$ cat src/rtl/vga_timing_gen_if.sv
// Raster timing bundle from vga_timing_gen to renderers and the VGA pins.
// master drives the coordinates, syncs and strobes; slave consumes them.
interface vga_timing_gen_if;
    logic [9:0]  DrawX;
    logic [9:0]  DrawY;
    logic        hs;
    logic        vs;
    logic        blank;
    logic        frame_start;
    logic        line_end;
    logic [15:0] frame_count;

    modport master (
        output DrawX, DrawY, hs, vs, blank, frame_start, line_end, frame_count
    );

    modport slave (
        input  DrawX, DrawY, hs, vs, blank, frame_start, line_end, frame_count
    );
endinterface

$ cat src/rtl/vga_timing_gen.sv
// Raster timing source: pixel/line counters, active-low syncs, active-video flag, frame/line strobes and frame counter.
// Every output is registered from next-state counter values, so coordinates and flags describe the same pixel; no backpressure.
module vga_timing_gen #(
    parameter int unsigned H_ACTIVE = 640,
    parameter int unsigned H_FP     = 16,
    parameter int unsigned H_SYNC   = 96,
    parameter int unsigned H_BP     = 48,
    parameter int unsigned V_ACTIVE = 480,
    parameter int unsigned V_FP     = 10,
    parameter int unsigned V_SYNC   = 2,
    parameter int unsigned V_BP     = 33
) (
    input  logic              vga_clk,
    input  logic              reset,
    vga_timing_gen_if.master  vga
);

    localparam int unsigned H_TOTAL = H_ACTIVE + H_FP + H_SYNC + H_BP;
    localparam int unsigned V_TOTAL = V_ACTIVE + V_FP + V_SYNC + V_BP;

    localparam logic [9:0] H_LAST     = 10'(H_TOTAL - 1);
    localparam logic [9:0] V_LAST     = 10'(V_TOTAL - 1);
    localparam logic [9:0] H_ACT      = 10'(H_ACTIVE);
    localparam logic [9:0] V_ACT      = 10'(V_ACTIVE);
    localparam logic [9:0] HS_START   = 10'(H_ACTIVE + H_FP);
    localparam logic [9:0] HS_END     = 10'(H_ACTIVE + H_FP + H_SYNC);
    localparam logic [9:0] VS_START   = 10'(V_ACTIVE + V_FP);
    localparam logic [9:0] VS_END     = 10'(V_ACTIVE + V_FP + V_SYNC);

    logic [9:0]  r_hcount;
    logic [9:0]  r_vcount;
    logic        r_hs;
    logic        r_vs;
    logic        r_blank;
    logic        r_frame_start;
    logic        r_line_end;
    logic [15:0] r_frame_count;

    logic        w_h_wrap;
    logic        w_frame_wrap;
    logic [9:0]  w_hcount_nxt;
    logic [9:0]  w_vcount_nxt;
    logic        w_hs_nxt;
    logic        w_vs_nxt;
    logic        w_blank_nxt;
    logic        w_line_end_nxt;

    // Flags are decoded from the counter values about to be loaded, keeping them aligned with DrawX/DrawY.
    always_comb begin
        w_h_wrap       = (r_hcount == H_LAST);
        w_frame_wrap   = w_h_wrap && (r_vcount == V_LAST);
        w_hcount_nxt   = w_h_wrap ? 10'd0 : r_hcount + 10'd1;
        w_vcount_nxt   = r_vcount;
        if (w_frame_wrap) begin
            w_vcount_nxt = 10'd0;
        end else if (w_h_wrap) begin
            w_vcount_nxt = r_vcount + 10'd1;
        end
        w_hs_nxt       = !((w_hcount_nxt >= HS_START) && (w_hcount_nxt < HS_END));
        w_vs_nxt       = !((w_vcount_nxt >= VS_START) && (w_vcount_nxt < VS_END));
        w_blank_nxt    = (w_hcount_nxt < H_ACT) && (w_vcount_nxt < V_ACT);
        w_line_end_nxt = (w_hcount_nxt == H_LAST);
    end

    // Reset parks the counters on the last pixel so the first clock after release starts frame 0.
    always_ff @(posedge vga_clk or posedge reset) begin
        if (reset) begin
            r_hcount      <= H_LAST;
            r_vcount      <= V_LAST;
            r_hs          <= 1'b1;
            r_vs          <= 1'b1;
            r_blank       <= 1'b0;
            r_frame_start <= 1'b0;
            r_line_end    <= 1'b0;
            r_frame_count <= 16'hFFFF;
        end else begin
            r_hcount      <= w_hcount_nxt;
            r_vcount      <= w_vcount_nxt;
            r_hs          <= w_hs_nxt;
            r_vs          <= w_vs_nxt;
            r_blank       <= w_blank_nxt;
            r_frame_start <= w_frame_wrap;
            r_line_end    <= w_line_end_nxt;
            if (w_frame_wrap) begin
                r_frame_count <= r_frame_count + 16'd1;
            end
        end
    end

    assign vga.DrawX       = r_hcount;
    assign vga.DrawY       = r_vcount;
    assign vga.hs          = r_hs;
    assign vga.vs          = r_vs;
    assign vga.blank       = r_blank;
    assign vga.frame_start = r_frame_start;
    assign vga.line_end    = r_line_end;
    assign vga.frame_count = r_frame_count;

endmodule
$ cat src/flat_wrapper.sv
// flat-port wrapper written by rule: the top's interface ports become plain ports
module vga_timing_gen_flat 
#(
    parameter int unsigned H_ACTIVE = 640,
    parameter int unsigned H_FP     = 16,
    parameter int unsigned H_SYNC   = 96,
    parameter int unsigned H_BP     = 48,
    parameter int unsigned V_ACTIVE = 480,
    parameter int unsigned V_FP     = 10,
    parameter int unsigned V_SYNC   = 2,
    parameter int unsigned V_BP     = 33
)
  (vga_clk, reset, vga_DrawX, vga_DrawY, vga_hs, vga_vs, vga_blank, vga_frame_start, vga_line_end, vga_frame_count);
  vga_timing_gen_if vga_i ();
  input  logic vga_clk;
  input  logic reset;
  output wire logic [$bits(vga_i.DrawX)-1:0] vga_DrawX;
  output wire logic [$bits(vga_i.DrawY)-1:0] vga_DrawY;
  output wire logic [$bits(vga_i.hs)-1:0] vga_hs;
  output wire logic [$bits(vga_i.vs)-1:0] vga_vs;
  output wire logic [$bits(vga_i.blank)-1:0] vga_blank;
  output wire logic [$bits(vga_i.frame_start)-1:0] vga_frame_start;
  output wire logic [$bits(vga_i.line_end)-1:0] vga_line_end;
  output wire logic [$bits(vga_i.frame_count)-1:0] vga_frame_count;
  assign vga_DrawX = vga_i.DrawX;
  assign vga_DrawY = vga_i.DrawY;
  assign vga_hs = vga_i.hs;
  assign vga_vs = vga_i.vs;
  assign vga_blank = vga_i.blank;
  assign vga_frame_start = vga_i.frame_start;
  assign vga_line_end = vga_i.line_end;
  assign vga_frame_count = vga_i.frame_count;
  vga_timing_gen #(.H_ACTIVE(H_ACTIVE), .H_FP(H_FP), .H_SYNC(H_SYNC), .H_BP(H_BP), .V_ACTIVE(V_ACTIVE), .V_FP(V_FP), .V_SYNC(V_SYNC), .V_BP(V_BP)) u_core (.vga_clk(vga_clk), .reset(reset), .vga(vga_i));
endmodule
$ cat config.mk
export PLATFORM = sky130hd
export DESIGN_NAME = vga_timing_gen_flat
export DESIGN_NICKNAME = d
export VERILOG_FILES = /design/src/rtl/vga_timing_gen_if.sv /design/src/rtl/vga_timing_gen.sv /design/src/flat_wrapper.sv
export SDC_FILE = /design/constraint.sdc
export NUM_CORES = 1
export LEC_CHECK = 0
export CAP_MARGIN = 15
export CELL_PAD_IN_SITES_DETAIL_PLACEMENT = 0
export CELL_PAD_IN_SITES_GLOBAL_PLACEMENT = 1
export CORE_ASPECT_RATIO = 0.7
export CORE_MARGIN = 2
export CORE_UTILIZATION = 40
export CTS_BUF_LIST = sky130_fd_sc_hd__clkbuf_8
export DETAILED_ROUTE_END_ITERATION = 12
export PLACE_DENSITY_LB_ADDON = 0.1
export SETUP_SLACK_MARGIN = 0.1
export SLEW_MARGIN = 20
export SYNTH_ARGS = -nofsm -noshare
export SYNTH_HDL_FRONTEND = slang
export SYNTH_SLANG_ARGS = --single-unit
$ cat constraint.sdc
create_clock -name vga_clk -period 2.09 [get_ports vga_clk]
set_input_delay 0.209 -clock vga_clk [delete_from_list [all_inputs] [get_ports vga_clk]]
set_output_delay 0.209 -clock vga_clk [all_outputs]
set_load 0.05 [all_outputs]
=== Yosys cells after proc, flatten, opt, wreduce, memory -nomap -nowiden ===
Index checks and enable logic that the tools add are counted.

* Bits in registers: 41
* Logic and storage cells: 29
* Input bits: 2

* Mux-type cells: 3
* $add $sub $neg: 3
* Reduce and logical (&&, ||, !) cells: 6
* Equal/unequal tests: 3
* Order comparisons: 6

{| class="wikitable"
|+ Operator list
! kind !! count
|-
| 10-bit == test (second input constant) || 3
|-
| 10-bit 2-to-1 mux || 3
|-
| 10-bit by 1-bit adder with 10-bit output (second input constant) || 2
|-
| 10-bit less-than comparator (second input constant) || 2
|-
| 10-bit by 9-bit less-than comparator with 1-bit output (second input constant) || 2
|-
| 16-bit by 1-bit adder with 16-bit output (second input constant) || 1
|-
| 10-bit greater-or-equal comparator (second input constant) || 1
|-
| 10-bit by 9-bit greater-or-equal comparator with 1-bit output (second input constant) || 1
|-
| 1-bit logical AND || 4
|-
| 1-bit zero test || 2
|}

=== Depth between registers and ports, before layout ===
* Word-level depth: 6
* Mapped depth: 9
* Gate-level depth less buffers: 8

=== Worst setup path after synthesis ===
OpenSTA, ideal clock, no wires.

* Kind: reg-to-reg
* Start point: register u_core.r_hcount[0], in the netlist u_core.vga.DrawX[0]
* End point: register u_core.r_vs, in the netlist u_core.vga.vs
* Period minus slack after synthesis: 2166 ps
* Path slack: -76 ps
* Cell stages (with the launch flop): 9
* Arrival time: 2072 ps
* Path buffers: 1
* Path through: dfstp_2 ha_1 and4_1 buf_4 and3_4 nand4_1 xnor2_1 and4_4 nand4_1

* Cells in the longest elaborated chain, start to end: 6
* Elaborated cells between the ends (all ways): 8

{| class="wikitable"
|+ Ends and longest elaborated chain
! what !! RTL line !! RTL
|-
| start, declared || vga_timing_gen.sv:30 || <nowiki>logic [9:0] r_hcount;</nowiki>
|-
| start signal, assigned || vga_timing_gen.sv:77 || <nowiki>r_hcount <= w_hcount_nxt;</nowiki>
|-
| 10-bit == test (*) || vga_timing_gen.sv:50 || <nowiki>w_h_wrap = (r_hcount == H_LAST);</nowiki>
|-
| 10-bit 2-to-1 mux / 1-bit logical AND (equally long branches) || vga_timing_gen.sv:56, vga_timing_gen.sv:51 ||
|-
| 10-bit 2-to-1 mux (*) || vga_timing_gen.sv:54 || <nowiki>if (w_frame_wrap) begin</nowiki>
|-
| via u_core.w_vcount_nxt[7] || vga_timing_gen.sv:42 || <nowiki>logic [9:0] w_vcount_nxt;</nowiki>
|-
| 10-bit by 9-bit greater-or-equal comparator with 1-bit output / 10-bit by 9-bit less-than comparator with 1-bit output (equally long branches) || vga_timing_gen.sv:60 || <nowiki>w_vs_nxt = !((w_vcount_nxt >= VS_START) && (w_vcount_nxt < VS_END));</nowiki>
|-
| 1-bit logical AND (*) || vga_timing_gen.sv:60 ||
|-
| 1-bit zero test (*) || vga_timing_gen.sv:60 ||
|-
| via u_core.w_vs_nxt || vga_timing_gen.sv:44 || <nowiki>logic w_vs_nxt;</nowiki>
|-
| end signal, assigned || vga_timing_gen.sv:80 || <nowiki>r_vs <= w_vs_nxt;</nowiki>
|-
| end, declared || vga_timing_gen.sv:33 || <nowiki>logic r_vs;</nowiki>
|}

The timed path passes the listed nets; every way through them passes the cells marked *.
A chain may end at the register's enable or synchronous reset.

=== Worst setup path after layout ===
* Start point: register u_core.r_hcount[1], in the netlist u_core.vga.DrawX[1]
* End point: register u_core.r_vs, in the netlist u_core.vga.vs

The elaborated chain is that of the path after synthesis.

==> results.ini <==
[hold_path]
min-delay-path-class=in -> async

[synth]
ys_seq_area_frac=0.518
synth_edf_count=0
post-synth-top-area-fraction=0.359
synth_area_leaders=dfstp_2 (36%), dfrtp_1 (16%), xnor2_1 (9.8%)
yosysMostFrequentCell=dfstp_2
syn_area_um2=2050
ys_ff_latch=41
synthFlopType=dfstp_2
synth_async_sr_flop_share=1.00
yosysTopAreaCell=dfstp_2
avgSynthCellArea_um2=11.0
yosysUniqueCellTypes=37
netlist_instances=186
yosysWarnings=0
syn_nets=193
synth_commonest_cells=dfstp_2 (28), xnor2_1 (23), nand3_1 (14)

[finish]
multiInputGateArea_um2=1040
fillers=399
fin_area_um2=2910
layout-drive-gt1-share=0.333
antenna_cells=0
num-nets-final=255
area_growth_pct=42.1
ff_latch_area_um2=1070

[route]
first_iter_violations=76
postRouteWirelength_um=4740
drt-wirelength-per-cell_um=14.9
highest_layer=met4
wl_met2_um=1960
num_vias=1610
dr.pass1.iters=4
wl_met3_um=238
antenna_left=0
via_per_inst=5.06
wl_met1_um=2510
drc=0

[global_routing]
grt_max_degree=42
grt_pass1_wl_um=7610
gr-total-overflow=0
grt_pass1_vias=1516
antenna_found_initial=0
grtUsageTotal=0.175

[floorplan]
dieArea_um2=5720
initial_utilization=0.421
die-height_um=63.9
io_pins=43
core_um2=4860
die_x_um=89.5
row_count=21

[critical_path]
crit_path_end_kind=register
required_ns=2.30
rr_endpoint=u_core.vga.vs$_DFF_PP1_
rrSetupSlack_ns=0.06
r2r_cells=7
crit_type=reg -> reg
cpMaxStageDelayCell=dfstp_4
startpoint_type=register
worstPathMaxFanout=5
arrival_ns=2.24
worstPathCellList=ha_4 -> and4_4 -> and3_4 -> nand4_1 -> xnor2_2 -> and4_4 -> nand4_1
r2r-start=u_core.vga.DrawX[1]$_DFF_PP1_
critPathMaxStageDelay_ns=0.65

[power_and_ir_drop]
power_density_nw_per_um2=504
power.leakage_nw=1.23
peakVddDrop_mv=0.353

[timing]
max_freq_ghz=0.493
skew_ns=0.0105
tightest_slew_ns=0.523
slew_violations=0
setup_tns_ns=0
report.final.setup_viol=0
final.min_clock_period_ns=2.03
hold_viol_final=0
rsz0062_at_grt=true
slew-limit-headroom=0.650
fin_crit_sh=0.970

[clock_tree]
hold_buffers=0
cts_root_buffer=clkbuf_8
clk_latency_ns=0.30
clock_sinks=41
cts_max_path_buffers=2
numCtsBuffers=5
cts_max_level=2
cts_tree=done
path_clk_slew_ns=0.09

[placed_design]
placed_area_um2=2640
finalWeightedCongestion=0.815
io_buffers=42
post-dp-hpwl_um=3350

[run]
drv_cap=0

[run_status]
status=finished clean

-- critical path: cells and delay by family (launching register included) --
kind                       cells  cell delay, ns
and+or+nand+nor                5            0.96
adders and majority gates      1            0.14
xor gates and xnor gates       1            0.19
DFF                            1            0.65
-- cell families after synthesis --
logic type	after synthesis	share of synthesized area
simple gates	77	0.224
fa+ha+maj	5	0.0305
compound gates	14	0.0440
buf+inv	15	0.0336
flops	41	0.518
xor+xnor	30	0.128
mux	4	0.0214
-- timing repair --
action,in CTS,in global routing
cloned,0,0
resized for setup,7,16
pin swaps,5,15
buffers inserted,4,4
setup endpoints to repair,8,19
-- final cells by class --
class | instances | area share
sequential | 41 | 0.367
multi-input combinational | 130 | 0.358
clock buffer | 5 | 0.0236
clock inverter | 3 | 0.0159
tap | 69 | 0.0297
inverter | 11 | 0.0150
timing repair buffer | 59 | 0.191
-- worst max-delay path by stage --
stage          cells past startpoint  slack (ns)                 endpoint                           from
4_1_cts                            7        0.08  u_core.vga.vs$_DFF_PP1_  u_core.vga.DrawX[1]$_DFF_PP1_
3_3_place_gp                       7       -0.03  u_core.vga.vs$_DFF_PP1_  u_core.vga.DrawX[0]$_DFF_PP1_
2_1_floorplan                      8       0.004  u_core.vga.vs$_DFF_PP1_  u_core.vga.DrawX[0]$_DFF_PP1_
5_1_grt                            7      -0.009  u_core.vga.vs$_DFF_PP1_  u_core.vga.DrawX[1]$_DFF_PP1_
6_report                           7        0.06  u_core.vga.vs$_DFF_PP1_  u_core.vga.DrawX[1]$_DFF_PP1_
3_5_place_dp                       7       -0.04  u_core.vga.vs$_DFF_PP1_  u_core.vga.DrawX[0]$_DFF_PP1_
-- per-layer routing --
metal / up-vias / GRT usage
li1: 770 / -
met1: 789 / 0.278
met4: 0 / 0.0466
met5: - / 0
met3: 5 / 0.0439
met2: 46 / 0.232
-- power breakdown --
group / leakage (nW) / switching, mW / internal (mW) / total [mW]
Sequential: 0.462 / 0 / 0.795 / 0.795
Clock: 0.0543 / 0.296 / 0.358 / 0.654
Combinational: 0.717 / 0.0153 / 0.00298 / 0.0183
Total: 1.23 / 0.311 / 1.16 / 1.47
-- placed cells by master, fill, tap and decap left out, drive strengths merged, types with 8 or more instances in the layout --
cell type | synthesis | layout
dfrtp | 13 | 13
nor2 | 12 | 12
clkdlybuf4s50 | 0 | 39
nand4 | 11 | 11
buf | 4 | 17
xnor2 | 23 | 23
dfstp | 28 | 28
nand2 | 14 | 14
and3 | 8 | 8
inv | 11 | 11
nand3 | 15 | 15
-- per-stage QoR --
step / worst slack, ns / total power, mW / cells / utilization / hold WS (ns)
floorplan: 0.00377 / 0.820 / 186 / - / 0.419
global placement: -0.0343 / 0.827 / 303 / 0.542 / 0.478
detailed placement: -0.0424 / 0.828 / 303 / 0.542 / 0.480
CTS: 0.0803 / 1.48 / 315 / 0.578 / 0.352
global route: -0.00879 / 1.52 / 318 / 0.599 / 0.381
finish: 0.0633 / 1.47 / 318 / 0.599 / 0.333
-- flip-flops by register name (all words and copies together), names as in the netlist --
register and cells:
u_core.vga.DrawX 10, u_core.vga.blank 1, u_core.vga.DrawY 10, u_core.vga.vs 1
u_core.vga.frame_start 1, u_core.vga.line_end 1, u_core.vga.hs 1, u_core.vga.frame_count 16
(Power assumes the default switching activity.)
